File: src/rtl/irq_pkg.sv
// Interrupt controller shared types and constants.
// Also used by the MMIO interrupt register block.
package irq_pkg;

  typedef enum logic [1:0] {
    IDLE  = 2'd0,
    ENTER = 2'd1,
    ISR   = 2'd2,
    EXIT  = 2'd3
  } state_t;

  localparam int DATA_WIDTH_DEF = 32;
  localparam int NUM_IRQ_DEF    = 8;
  localparam int ID_BITS_DEF    = 3;

  localparam logic [31:0] MMIO_IRQ_TRIG = 32'hFFFF_0040;
  localparam logic [31:0] MMIO_IRQ_PC   = 32'hFFFF_0044;

  function automatic logic [31:0] align_word(
    input logic [31:0] pc
  );
    return {pc[31:2], 2'b00};
  endfunction

endpackage

File: src/rtl/irq_controller_if.sv
// Bundle between MMIO irq registers, retire stage
// and fetch redirect for the interrupt controller.
interface irq_controller_if
  import irq_pkg::*;
#(
  parameter int DATA_WIDTH = DATA_WIDTH_DEF,
  parameter int NUM_IRQ    = NUM_IRQ_DEF,
  parameter int ID_BITS    = ID_BITS_DEF
);

  logic                  stall;
  logic [DATA_WIDTH-1:0] trigger;
  logic [DATA_WIDTH-1:0] handler_pc;
  logic                  int_enable;
  logic                  retire_valid;
  logic [DATA_WIDTH-1:0] retire_pc;
  logic                  iret;
  logic                  redirect_valid;
  logic [DATA_WIDTH-1:0] redirect_pc;
  logic [DATA_WIDTH-1:0] epc;
  logic [ID_BITS-1:0]    cause_id;
  logic                  in_isr;
  logic [NUM_IRQ-1:0]    pending;

  modport master (
    output stall, trigger, handler_pc,
    output int_enable, retire_valid,
    output retire_pc, iret,
    input  redirect_valid, redirect_pc,
    input  epc, cause_id, in_isr, pending
  );

  modport slave (
    input  stall, trigger, handler_pc,
    input  int_enable, retire_valid,
    input  retire_pc, iret,
    output redirect_valid, redirect_pc,
    output epc, cause_id, in_isr, pending
  );

endinterface

File: src/rtl/irq_priority_enc.sv
// Fixed-priority encoder: lowest pending index wins.
module irq_priority_enc #(
  parameter int NUM_IRQ = 8,
  parameter int ID_BITS = 3
) (
  input  logic [NUM_IRQ-1:0] pending,
  output logic [ID_BITS-1:0] sel_id,
  output logic               sel_valid
);

  // Scan from the top so the lowest set bit is written last.
  always_comb begin
    sel_id = '0;
    for (int i = NUM_IRQ - 1; i >= 0; i--) begin
      if (pending[i]) sel_id = ID_BITS'(i);
    end
  end

  assign sel_valid = |pending;

endmodule

File: src/rtl/irq_controller.sv
// Latches irq triggers, saves resume PC and
// redirects fetch into and out of the handler.
module irq_controller
  import irq_pkg::*;
#(
  parameter int DATA_WIDTH = DATA_WIDTH_DEF,
  parameter int NUM_IRQ    = NUM_IRQ_DEF,
  parameter int ID_BITS    = ID_BITS_DEF
) (
  input  logic             clock,
  input  logic             reset,
  irq_controller_if.slave  bus
);

  localparam int DW = DATA_WIDTH;

  state_t             state;
  logic [DW-1:0]      target;
  logic [DW-1:0]      epc_q;
  logic [ID_BITS-1:0] cause_q;
  logic [NUM_IRQ-1:0] pend_q;
  logic [NUM_IRQ-1:0] trig;
  logic [NUM_IRQ-1:0] clr;
  logic [ID_BITS-1:0] sel_id;
  logic               sel_valid;
  logic               take;
  logic               unused_bits;

  irq_priority_enc #(
    .NUM_IRQ (NUM_IRQ),
    .ID_BITS (ID_BITS)
  ) u_enc (
    .pending   (pend_q),
    .sel_id    (sel_id),
    .sel_valid (sel_valid)
  );

  assign trig = bus.trigger[NUM_IRQ-1:0];

  generate
    if (NUM_IRQ < DW) begin : g_hi
      assign unused_bits = ^{bus.trigger[DW-1:NUM_IRQ],
                             bus.handler_pc[1:0]};
    end else begin : g_nohi
      assign unused_bits = ^bus.handler_pc[1:0];
    end
  endgenerate

  assign take = (state == IDLE) && sel_valid &&
                bus.int_enable && bus.retire_valid &&
                !bus.stall;

  assign clr = take ? (NUM_IRQ'(1) << sel_id) : '0;

  always_ff @(posedge clock) begin
    if (reset) begin
      state   <= IDLE;
      target  <= '0;
      epc_q   <= '0;
      cause_q <= '0;
      pend_q  <= '0;
    end else begin
      // New trigger beats the clear of the bit being taken.
      pend_q <= (pend_q & ~clr) | trig;
      unique case (state)
        IDLE: begin
          if (take) begin
            epc_q   <= bus.retire_pc;
            cause_q <= sel_id;
            target  <= {bus.handler_pc[DW-1:2], 2'b00};
            state   <= ENTER;
          end
        end
        ENTER: if (!bus.stall) state <= ISR;
        ISR: if (bus.iret && !bus.stall) state <= EXIT;
        EXIT: if (!bus.stall) state <= IDLE;
      endcase
    end
  end

  assign bus.redirect_valid = (state == ENTER) ||
                              (state == EXIT);
  assign bus.redirect_pc = (state == ENTER) ? target :
                           (state == EXIT)  ? epc_q  :
                           '0;
  assign bus.in_isr   = (state == ISR);
  assign bus.epc      = epc_q;
  assign bus.cause_id = cause_q;
  assign bus.pending  = pend_q;

endmodule

File: src/flat_wrapper.sv
// flat-port wrapper written by rule: the top's interface ports become plain ports
module irq_controller_flat import irq_pkg::*;
#(
  parameter int DATA_WIDTH = DATA_WIDTH_DEF,
  parameter int NUM_IRQ    = NUM_IRQ_DEF,
  parameter int ID_BITS    = ID_BITS_DEF
)
  (clock, reset, bus_stall, bus_trigger, bus_handler_pc, bus_int_enable, bus_retire_valid, bus_retire_pc, bus_iret, bus_redirect_valid, bus_redirect_pc, bus_epc, bus_cause_id, bus_in_isr, bus_pending);
  irq_controller_if #(.DATA_WIDTH(DATA_WIDTH), .NUM_IRQ(NUM_IRQ), .ID_BITS(ID_BITS)) bus_i ();
  input  logic clock;
  input  logic reset;
  input wire logic [$bits(bus_i.stall)-1:0] bus_stall;
  input wire logic [$bits(bus_i.trigger)-1:0] bus_trigger;
  input wire logic [$bits(bus_i.handler_pc)-1:0] bus_handler_pc;
  input wire logic [$bits(bus_i.int_enable)-1:0] bus_int_enable;
  input wire logic [$bits(bus_i.retire_valid)-1:0] bus_retire_valid;
  input wire logic [$bits(bus_i.retire_pc)-1:0] bus_retire_pc;
  input wire logic [$bits(bus_i.iret)-1:0] bus_iret;
  output wire logic [$bits(bus_i.redirect_valid)-1:0] bus_redirect_valid;
  output wire logic [$bits(bus_i.redirect_pc)-1:0] bus_redirect_pc;
  output wire logic [$bits(bus_i.epc)-1:0] bus_epc;
  output wire logic [$bits(bus_i.cause_id)-1:0] bus_cause_id;
  output wire logic [$bits(bus_i.in_isr)-1:0] bus_in_isr;
  output wire logic [$bits(bus_i.pending)-1:0] bus_pending;
  assign bus_i.stall = bus_stall;
  assign bus_i.trigger = bus_trigger;
  assign bus_i.handler_pc = bus_handler_pc;
  assign bus_i.int_enable = bus_int_enable;
  assign bus_i.retire_valid = bus_retire_valid;
  assign bus_i.retire_pc = bus_retire_pc;
  assign bus_i.iret = bus_iret;
  assign bus_redirect_valid = bus_i.redirect_valid;
  assign bus_redirect_pc = bus_i.redirect_pc;
  assign bus_epc = bus_i.epc;
  assign bus_cause_id = bus_i.cause_id;
  assign bus_in_isr = bus_i.in_isr;
  assign bus_pending = bus_i.pending;
  irq_controller #(.DATA_WIDTH(DATA_WIDTH), .NUM_IRQ(NUM_IRQ), .ID_BITS(ID_BITS)) u_core (.clock(clock), .reset(reset), .bus(bus_i));
endmodule
File: config.mk
export PLATFORM = sky130hd
export DESIGN_NAME = irq_controller_flat
export DESIGN_NICKNAME = d
export VERILOG_FILES = /design/src/rtl/irq_pkg.sv /design/src/rtl/irq_controller_if.sv /design/src/rtl/irq_priority_enc.sv /design/src/rtl/irq_controller.sv /design/src/flat_wrapper.sv
export SDC_FILE = /design/constraint.sdc
export NUM_CORES = 1
export LEC_CHECK = 0
export ABC_AREA = 1
export CAP_MARGIN = 20
export CORE_AREA = 3 3 103 105
export CTS_CLUSTER_DIAMETER = 30
export DETAILED_ROUTE_END_ITERATION = 16
export DIE_AREA = 0 0 106 108
export PLACE_DENSITY = 0.74
export SYNTH_ARGS = -nofsm -noshare
export SYNTH_HDL_FRONTEND = slang
export SYNTH_SLANG_ARGS = --single-unit
File: constraint.sdc
create_clock -name clock -period 1.7 [get_ports clock]
set_clock_uncertainty 0.2 [all_clocks]
set_input_delay 0.34 -clock clock [delete_from_list [all_inputs] [get_ports clock]]
set_output_delay 0.34 -clock clock [all_outputs]
set_load 0.05 [all_outputs]
==> results of run 1 <==
[per-stage QoR]
stage | cell area [µm²] | utilization (%)
2_1_floorplan | 3840 | -
5_1_grt | 7440 | 76.5
6_report | 7440 | 76.5
3_5_place_dp | 6370 | 65.5
4_1_cts | 7180 | 73.8
3_3_place_gp | 6370 | 65.5
[Yosys cell counts (all sizes together)]
library cell and instances:
nor2 15, clkbuf 12, nand4 1, clkinv 1
a21oi 72, or2 1, inv 53, nand2 83
a211oi 1, nor3 3, buf 18, nand3 31
dfxtp 75, ha 5, o21ai 71
[sequential cells by signal, indices dropped and copies added, names as in the netlist]
name and flops:
u_core.bus.cause_id 3, u_core.bus.epc 32, u_core.bus.pending 8, u_core.state 2, u_core.target 30
[worst max path at each step]
stage | from | slack, ns | cells past startpoint | endpoint
floorplan | u_core.state[1]$_SDFFE_PP0P_ | -0.06 | 5 | bus_redirect_pc[10]
global placement | bus_retire_valid | -0.36 | 9 | u_core.bus.epc[0]$_SDFFE_PP0P_
detailed placement | bus_stall | -0.40 | 10 | u_core.target[7]$_SDFFE_PP0P_
CTS | u_core.state[1]$_SDFFE_PP0P_ | -0.43 | 7 | bus_redirect_pc[27]
global route | u_core.state[1]$_SDFFE_PP0P_ | -0.52 | 7 | bus_redirect_valid
finish | u_core.state[1]$_SDFFE_PP0P_ | -0.46 | 7 | bus_redirect_valid
[metal layers]
layer	share of wire (%)	vias to the layer above	routed length, µm
met3	6.5	32	931
li1	-	1840	-
met4	2.5	0	352
met1	38	1878	5500
met5	0	-	0
met2	53	187	7510
[worst max-delay path: stages, from the launching register on]
cell       delay (ns)
dfxtp_2          0.33
inv_2            0.08
ha_4             0.19
clkinv_8         0.12
clkbuf_16        0.22
buf_6            0.13
nand2_4          0.07
buf_12           0.13
[power breakdown]
group          leakage [nW]  internal (W)  total [W]  switching, W
Combinational          2.01       0.00188    0.00402       0.00214
Sequential            0.617       0.00200    0.00222      0.000221
Clock                0.0950      0.000673    0.00137      0.000694
[cell families after synthesis]
kind of cell	Yosys count	synth area share [%]
compound gates	144	23.7
simple gates	134	18.4
buf+inv	84	11.5
flops	75	44.5
fa+ha+maj	5	1.86
[area by class of cell]
| type | count | area share (%) |
|---|---|---|
| Sequential cell | 75 | 20.4 |
| Clock inverter | 7 | 0.925 |
| Clock buffer | 9 | 1.67 |
| Multi-Input combinational cell | 283 | 30.2 |
| Tap cell | 133 | 2.24 |
| Timing Repair Buffer | 210 | 41.4 |
| Inverter | 54 | 3.08 |
| Timing Repair inverter | 1 | 0.151 |
[what timing repair did]
item / 4_1_cts / 5_1_grt
setup endpoints to repair: 106 / 108
resized for setup: 111 / 44
endpoints found under the hold margin: 0 / 0
setup buffers: 11 / 5
pin swaps: 9 / 12
gates cloned: 7 / 2
hold buffers: 0 / 0
==> results.md, run 1 <==
* Relative slew slack at roughly 78%
* H-tree levels at 3
* M2 GR Usage at between 40% and 50%
* WL/cell at roughly 19 µm
* Area contributors post-synth: dfxtp_1 45%, o21ai_0 11%, a21oi_1 7.7%
* Synthesized area at 3370 µm²
* Yosys reg bits at 75
* Peak supply drop at 0.715 mV
* Worst Path Arrival at 1.62 ns
* Leakage at approximately 2.7 nW
* CTS Buf Count at 9
* Initial antenna violation count at 0
* Worst r2r src: u_core.state[1]$_SDFFE_PP0P_
* Post-placement setup slack at -0.401 ns
* Layout cells sized above 1 at 51.3%
* Chip height at 108 µm
* Avg Synthesized Cell Area at 7.63 µm²
* Synth cell types at 23
* Largest net degree at the start of global routing at 23
* 1st-iter DRT viols at ~180
* Post-Layout Cell Count at 772
* Nets at 741
* Final min period at 2.16 ns
* Worst Hold End: u_core.bus.epc[2]$_SDFFE_PP0P_
* I/O Buffers at 152
* CTS tree: yes
* Clock-pin transition on the worst setup and hold timing paths at 0.09 ns
* Total track usage at a little under a quarter
* Drt pass-1 iters at 5
* Row cnt at 36
* Setup crit start kind: flop
* Die X at 106 µm
* WHS at around 0.3 ns
* Area delta synth->final at 121%
* Status: complete, but fails checks
* Crit path max fanout at 8
* Max Slew Vio Count at 0
* PD cells at slightly above 1000 nW/µm²
* DRC violation count after routing at 0
* Routed via count at a little under 4000
* Num ports at 179
* First-pass GRT wire length at between 20000 and 25000 µm
* Footprint of the multi-input gates at 2240 µm²
* Clock latency on the worst-skew pair at 0.33 ns
* Placed Cells at approximately 730
* Hold Violations, Final at 0
* R2R setup slack at -0.31 ns
* Reg-to-Reg End: u_core.bus.pending[3]$_SDFF_PP0_
* Starting Density at 34.7%
* Power Total at 0.00761 W
* Register Area at 1520 µm²
* Core box area at 9730 µm²
* F_max at 462 MHz
* CTS Sinks at 75
* Via density at between 5 and 6
* Detailed Place HPWL at 8790 µm
* Hold Crit Depth at 3
* Worst Reg-to-Reg Cells at 12
* Commonest non-fill, non-tap cell in the layout: buf_12
* RD Place Congestion at 0.860
* Violated checks: negative setup slack
* MaxCap Viol Count at 0
* Setup ws final at -0.465 ns
* Sequential element share of the synthesized area at between 40% and 50%
* Sum of negative setup slack at -28.26 ns
* Global-route met3 utilization at 5.19%
* Die area at 11400 µm²
* Root buffer cell: clkbuf_8
* YS warnings at 0
* Critical Path End Type: output pin
* Setup violations, final at 108
* Most frequent cells in the layout: 85 x buf_12, 74 x clkdlybuf4s50_1, 64 x dfxtp_1, 56 x nand2_1, 48 x inv_1
* Grt peak-use layer: met2
* Antenna diodes at 0
* RSZ-0062 raised after global routing: true
* Routed WL at 14300 µm
* Syn Inst Count at 442
* Fin crit share at 127%
* Slew at the pin with the worst max-slew slack at around 0.34 ns
* WP data required at 1.16 ns
* Vias in the first global route at roughly 4000
* Critical path class: flop to output pin
* Fillcell total at 589
* Clk buf depth at 2
* Worst Hold Class: input port to flop
* Final ANT Viol Nets at 0
* Hold Startpoint: reset
* Met1 Use GR at between 20% and 30%
* Synth top area share at between 40 and 50%
* GR Overflow Total at 0
* Post-Syn Nets at 549
* Cell taking the most area after synthesis: dfxtp_1
(Power assumes the default switching activity.)
==> inputs of run 2 (changes only) <==
--- a/config.mk
+++ b/config.mk
@@ -12,6 +12,7 @@
 export DETAILED_ROUTE_END_ITERATION = 16
 export DIE_AREA = 0 0 106 108
 export PLACE_DENSITY = 0.74
+export SLEW_MARGIN = 20
 export SYNTH_ARGS = -nofsm -noshare
 export SYNTH_HDL_FRONTEND = slang
 export SYNTH_SLANG_ARGS = --single-unit
==> constraint.sdc (replaced) <==
create_clock -name clock -period 1.74 [get_ports clock]
set_clock_uncertainty 0.2 [all_clocks]
set_input_delay 0.348 -clock clock [delete_from_list [all_inputs] [get_ports clock]]
set_output_delay 0.348 -clock clock [all_outputs]
set_load 0.05 [all_outputs]
==> results.md, run 2 (synthesis results as in run 1) <==
* Peak supply drop at 0.599 mV
* Worst Path Arrival at approximately 1.6 ns
* Hold buffers post-CTS at 0
* Grt peak-use layer: met2
* Hold Startpoint: reset
* Die area at roughly 11000 µm²
* Total track usage at 25.0%
* Post-Layout Cell Count at 769
* Critical path class: flop to output pin
* WL/cell at 21.8 µm
* Final min period at 2.16 ns
* Global-route met3 utilization at 5.31%
* I/O Buffers at 152
* Worst Reg-to-Reg Cells at 14
* Layout cells sized above 1 at 59.3%
* Most frequent cells in the layout: 90 x buf_12, 74 x clkdlybuf4s50_1, 64 x dfxtp_1, 49 x inv_1, 44 x a21oi_2
* Setup violations, final at about 110
* Clock-pin transition on the worst setup and hold timing paths at 0.10 ns
* Num ports at between 150 and 200
* Violated checks: negative setup slack
* Worst Hold Class: input port to flop
* Status: complete, but fails checks
* Antenna diodes at 0
* Reg-to-Reg End: u_core.bus.pending[4]$_SDFF_PP0_
* Hold Crit Depth at 3
* Final ANT Viol Nets at 0
* WP data required at 1.19 ns
* MaxCap Viol Count at 0
* Root buffer cell: clkbuf_8
* Area delta synth->final at 136%
* GR Overflow Total at 0
* CTS Sinks at 75
* H-tree levels at 3
* M2 GR Usage at 46.4%
* Worst Hold End: u_core.bus.epc[2]$_SDFFE_PP0P_
* Detailed Place HPWL at ~8500 µm
* Routed WL at 16700 µm
* CTS Buf Count at 9
* Worst r2r src: u_core.state[1]$_SDFFE_PP0P_
* Drt pass-1 iters at 5
* Starting Density at approximately a third
* Via density at around 5.3
* Slew at the pin with the worst max-slew slack at roughly 0.47 ns
* Clk buf depth at 2
* Met1 Use GR at 27.4%
* Setup ws final at -0.418 ns
* Initial antenna violation count at 0
* Critical Path End Type: output pin
* 1st-iter DRT viols at approximately 220
* Largest net degree at the start of global routing at 23
* Placed Cells at 724
* DRC violation count after routing at 0
* Die X at 106 µm
* PD cells at 1010 nW/µm²
* Vias in the first global route at roughly 4000
* CTS tree: yes
* Nets at 738
* Clock latency on the worst-skew pair at 0.35 ns
* Routed via count at 4071
* Fin crit share at 124%
* R2R setup slack at -0.33 ns
* RSZ-0062 raised after global routing: true
* Relative slew slack at ~70%
* Max reg flops at 32
* Max Slew Vio Count at 0
* Power Total at 0.00804 W
* Crit path max fanout at 12
* Core box area at 9730 µm²
* F_max at approximately 460 MHz
* Leakage at 2.91 nW
* Chip height at 108 µm
* RD Place Congestion at slightly below 0.9
* Fillcell total at around 490
* CP startpoint: u_core.state[0]$_SDFFE_PP0P_
* Row cnt at 36
* Setup crit start kind: flop
* Commonest non-fill, non-tap cell in the layout: buf_12
* First-pass GRT wire length at around 22000 µm
* Hold Violations, Final at 0
## run 2: changes by cell type in the layout (fill, tap and decap cells not counted), moves of 3 or more
cell	change
buf_4	-16
buf_12	+5
a21oi_2	+7
bufbuf_16	-3
o21ai_4	+11
o21ai_1	-13
buf_8	+3
o21ai_0	-3
nand2_2	+7
nand2_4	+18
nand2_1	-25
buf_16	+6
a21oi_1	-9
o21ai_2	+5
## run 2: critical path, cell delays in order, from the launching register on
cell	delay (ns)
dfxtp_4	0.40
ha_4	0.18
clkinv_8	0.12
buf_16	0.20
o21ai_4	0.18
buf_12	0.16
## run 2: cell type report
cell class	instances	area, µm²	area share (%)
Timing Repair Buffer	207	3210	40.2
Timing Repair inverter	1	30.0	0.377
Inverter	54	231	2.90
Clock inverter	6	90.1	1.13
Multi-Input combinational cell	283	2600	32.6
Tap cell	133	166	2.09
Clock buffer	10	128	1.60
Sequential cell	75	1520	19.0
## run 2: per-layer routing
layer	up-vias	routed length, µm
li1	1828	-
met1	1999	6050
met2	203	8990
met3	41	1160
met4	0	534
met5	-	0
## run 2: power by group
group	internal, W	total [W]	switching, W
registers	0.00195	0.00219	0.000236
logic	0.00199	0.00432	0.00233
clock network	0.000812	0.00153	0.000719
total	0.00475	0.00804	0.00328
## run 2: through the flow
stage,worst slack [ns],TNS [ns],hold WS [ns],utilization [%],cell area (µm²)
after floorplan,-0.0213,-0.190,0.265,-,3840
after global placement,-0.296,-19.55,0.285,64.9,6320
after detailed placement,-0.354,-22.85,0.298,64.9,6320
after CTS,-0.393,-19.27,0.237,75.3,7330
after global routing,-0.463,-37.37,0.322,81.9,7970
final,-0.418,-30.04,0.309,81.9,7970
## run 2: how the worst max path moves through the flow
| stage | to | cells past startpoint | slack [ns] |
|---|---|---|---|
| finish | bus_redirect_pc[31] | 5 | -0.42 |
| global route | bus_redirect_pc[31] | 5 | -0.46 |
| CTS | bus_redirect_pc[11] | 5 | -0.39 |
| detailed placement | u_core.target[14]$_SDFFE_PP0P_ | 9 | -0.35 |
| global placement | u_core.target[19]$_SDFFE_PP0P_ | 9 | -0.30 |
| floorplan | bus_redirect_pc[10] | 5 | -0.02 |
## run 2: what timing repair did
item                                   in CTS  in global routing
endpoints found under the hold margin       0                  0
pin swaps                                   9                 34
resized for setup                         127                146
setup endpoints to repair                 104                108
gates cloned                               11                  3
buffers inserted                            8                 11
==> inputs of run 3 (changes only) <==
--- a/config.mk
+++ b/config.mk
@@ -11,7 +11,8 @@
 export CTS_CLUSTER_DIAMETER = 30
 export DETAILED_ROUTE_END_ITERATION = 16
 export DIE_AREA = 0 0 106 108
-export PLACE_DENSITY = 0.74
+export PLACE_DENSITY = 0.71
+export REMOVE_ABC_BUFFERS = 1
 export SLEW_MARGIN = 20
 export SYNTH_ARGS = -nofsm -noshare
 export SYNTH_HDL_FRONTEND = slang
==> constraint.sdc (replaced) <==
create_clock -name clock -period 2.1 [get_ports clock]
set_clock_uncertainty 0.2 [all_clocks]
set_input_delay 0.42 -clock clock [delete_from_list [all_inputs] [get_ports clock]]
set_output_delay 0.42 -clock clock [all_outputs]
set_load 0.05 [all_outputs]
==> results.md, run 3 (synthesis results as in run 1) <==
* Status: complete, but fails checks
* Violated checks: negative setup slack
* Row cnt at 36
* Peak supply drop at 0.454 mV
* Setup crit start kind: flop
* Wire length on met2 at 6350 µm
* Slew at the pin with the worst max-slew slack at between 0.4 and 0.5 ns
* Sw frac at 38.0%
* F_max at 449 MHz
* Detailed Place HPWL at ~7600 µm
* Setup ws final at -0.128 ns
* Post-place instance area at 5350 µm²
* Core box area at 9730 µm²
* Antenna diodes at 0
* Register Area at 1510 µm²
* Most frequent cells in the layout: 74 x clkdlybuf4s50_1, 73 x dfxtp_1, 61 x nand2_1, 55 x buf_4, 52 x a21oi_1
* CTS tree: yes
* Design Area, Final at about 6700 µm²
* Top layer in use: met4
* Fin crit share at 106%
* Initial antenna violation count at 0
* Clock network power share at 23.7%
* Layout cells sized above 1 at 39.7%
* H-tree levels at 3
* Hold Crit Depth at 2
* Area delta synth->final at 97.6%
* Logic pwr share at ~48%
* Routed via count at 3646
* Die area at 11400 µm²
* Starting Density at 34.7%
* Nets at 719
* 1st-iter DRT viols at ~190
* DRC violation count after routing at 0
* Sum of negative setup slack at -2.91 ns
* Worst Path Arrival at 1.61 ns
* Worst Reg-to-Reg Cells at 11
* Footprint of the multi-input gates at 2150 µm²
* Clock latency on the worst-skew pair at 0.35 ns
* Commonest non-fill, non-tap cell in the layout: clkdlybuf4s50_1
* Switching pwr at ~0.0023 W
* RSZ-0062 raised after global routing: true
* Total track usage at 20.5%
* Fillcell total at between 700 and 800
* Clk buf depth at 2
* Crit path max fanout at 5
* Clock-pin transition on the worst setup and hold timing paths at about 0.08 ns
* First-pass GRT wire length at 18800 µm
* WL/cell at 16.5 µm
* Hold Violations, Final at 0
* Setup violations, final at 33
* Hold buffers post-CTS at 0
* I/O Buffers at 152
* Final min period at 2.23 ns
* Drt pass-1 iters at 4
* Leakage at 2.46 nW
* Via density at 4.86
* Internal power at 0.00383 W
* Num ports at 179
* Max Slew Vio Count at 0
* Die X at 106 µm
* PD cells at 926 nW/µm²
* Routed WL at 12400 µm
* Critical Path End Type: output pin
* RD Place Congestion at slightly below 0.9
* Routed met3 length at 847 µm
* Seq pwr share at about 28%
* MaxCap Viol Count at 0
* CTS Buf Count at 9
* Critical path class: flop to output pin
* Worst Hold Class: flop to flop
* Chip height at 108 µm
* WP data required at 1.48 ns
* Vias in the first global route at between 3000 and 4000
* CTS Sinks at 75
* Root buffer cell: clkbuf_8
* Final ANT Viol Nets at 0
* GR Overflow Total at 0
* M1 wire length at 4960 µm
* Largest net degree at the start of global routing at 35
* Max reg flops at 32
* Relative slew slack at 66.9%
==> run 3: changes by cell type in the layout (fill, tap and decap cells not counted), sizes merged <==
cell and change:
inv +1, clkbuf +3, buf -21, bufinv +2
clkinv -4, clkinvlp -1, dlygate4sd2 +1
==> run 3: final timing paths <==
check	startpoint	to	slack, ns
worst max-delay path	u_core.state[1]$_SDFFE_PP0P_	bus_redirect_pc[7]	-0.13
worst min register to register	u_core.bus.cause_id[1]$_SDFFE_PP0P_	u_core.bus.cause_id[1]$_SDFFE_PP0P_	0.29
worst min-delay path	u_core.bus.cause_id[1]$_SDFFE_PP0P_	u_core.bus.cause_id[1]$_SDFFE_PP0P_	0.29
worst max register to register	u_core.state[1]$_SDFFE_PP0P_	u_core.target[7]$_SDFFE_PP0P_	0.15
==> run 3: worst max-delay path, stage by stage, from the launching register on <==
cell and delay, ns:
dfxtp_2 0.34, inv_2 0.05, ha_4 0.17, inv_8 0.08, buf_12 0.14, buf_16 0.14, nand3_2 0.09, o21ai_4 0.09
buf_12 0.15
==> run 3: timing repair <==
action	CTS	global route
endpoints found under the setup margin	34	37
cloned	6	5
setup buffers	4	1
pin swaps	5	6
gates resized for setup	137	36
==> run 3: power groups by stage <==
| stage | sequential (W) | combinational [W] | clock, W |
|---|---|---|---|
| after CTS | 0.00173 | 0.00264 | 0.00146 |
| after global routing | 0.00177 | 0.00311 | 0.00153 |
| final | 0.00175 | 0.00296 | 0.00146 |
| after global placement | 0.00173 | 0.00192 | 0 |
| after detailed placement | 0.00174 | 0.00195 | 0 |
| after floorplan | 0.00200 | 0.000754 | 0 |
==> run 3: area by class of cell <==
type                       count  share of cell area [%]
timing repair buffer         189                    35.5
multi-input combinational    283                    32.3
clock buffer                  11                    1.97
clock inverter                 5                    1.88
sequential                    75                    22.6
inverter                      54                    3.19
tap                          133                    2.50
==> run 3: per-layer routing <==
metal,vias up,track usage (%)
met5,-,0
met4,0,7.03
met3,17,5.79
met2,119,36.7
met1,1730,23.4
li1,1780,-
==> run 3: stage by stage <==
step	hold slack [ns]	worst slack, ns	cells	total power (W)	utilization, %
after floorplan	0.227	-1.29	412	0.00275	-
after global placement	0.231	-0.0287	718	0.00365	55.0
after detailed placement	0.239	-0.0872	718	0.00369	55.0
after CTS	0.289	-0.122	744	0.00583	65.1
after global routing	0.326	-0.178	750	0.00641	68.5
final	0.291	-0.128	750	0.00617	68.5
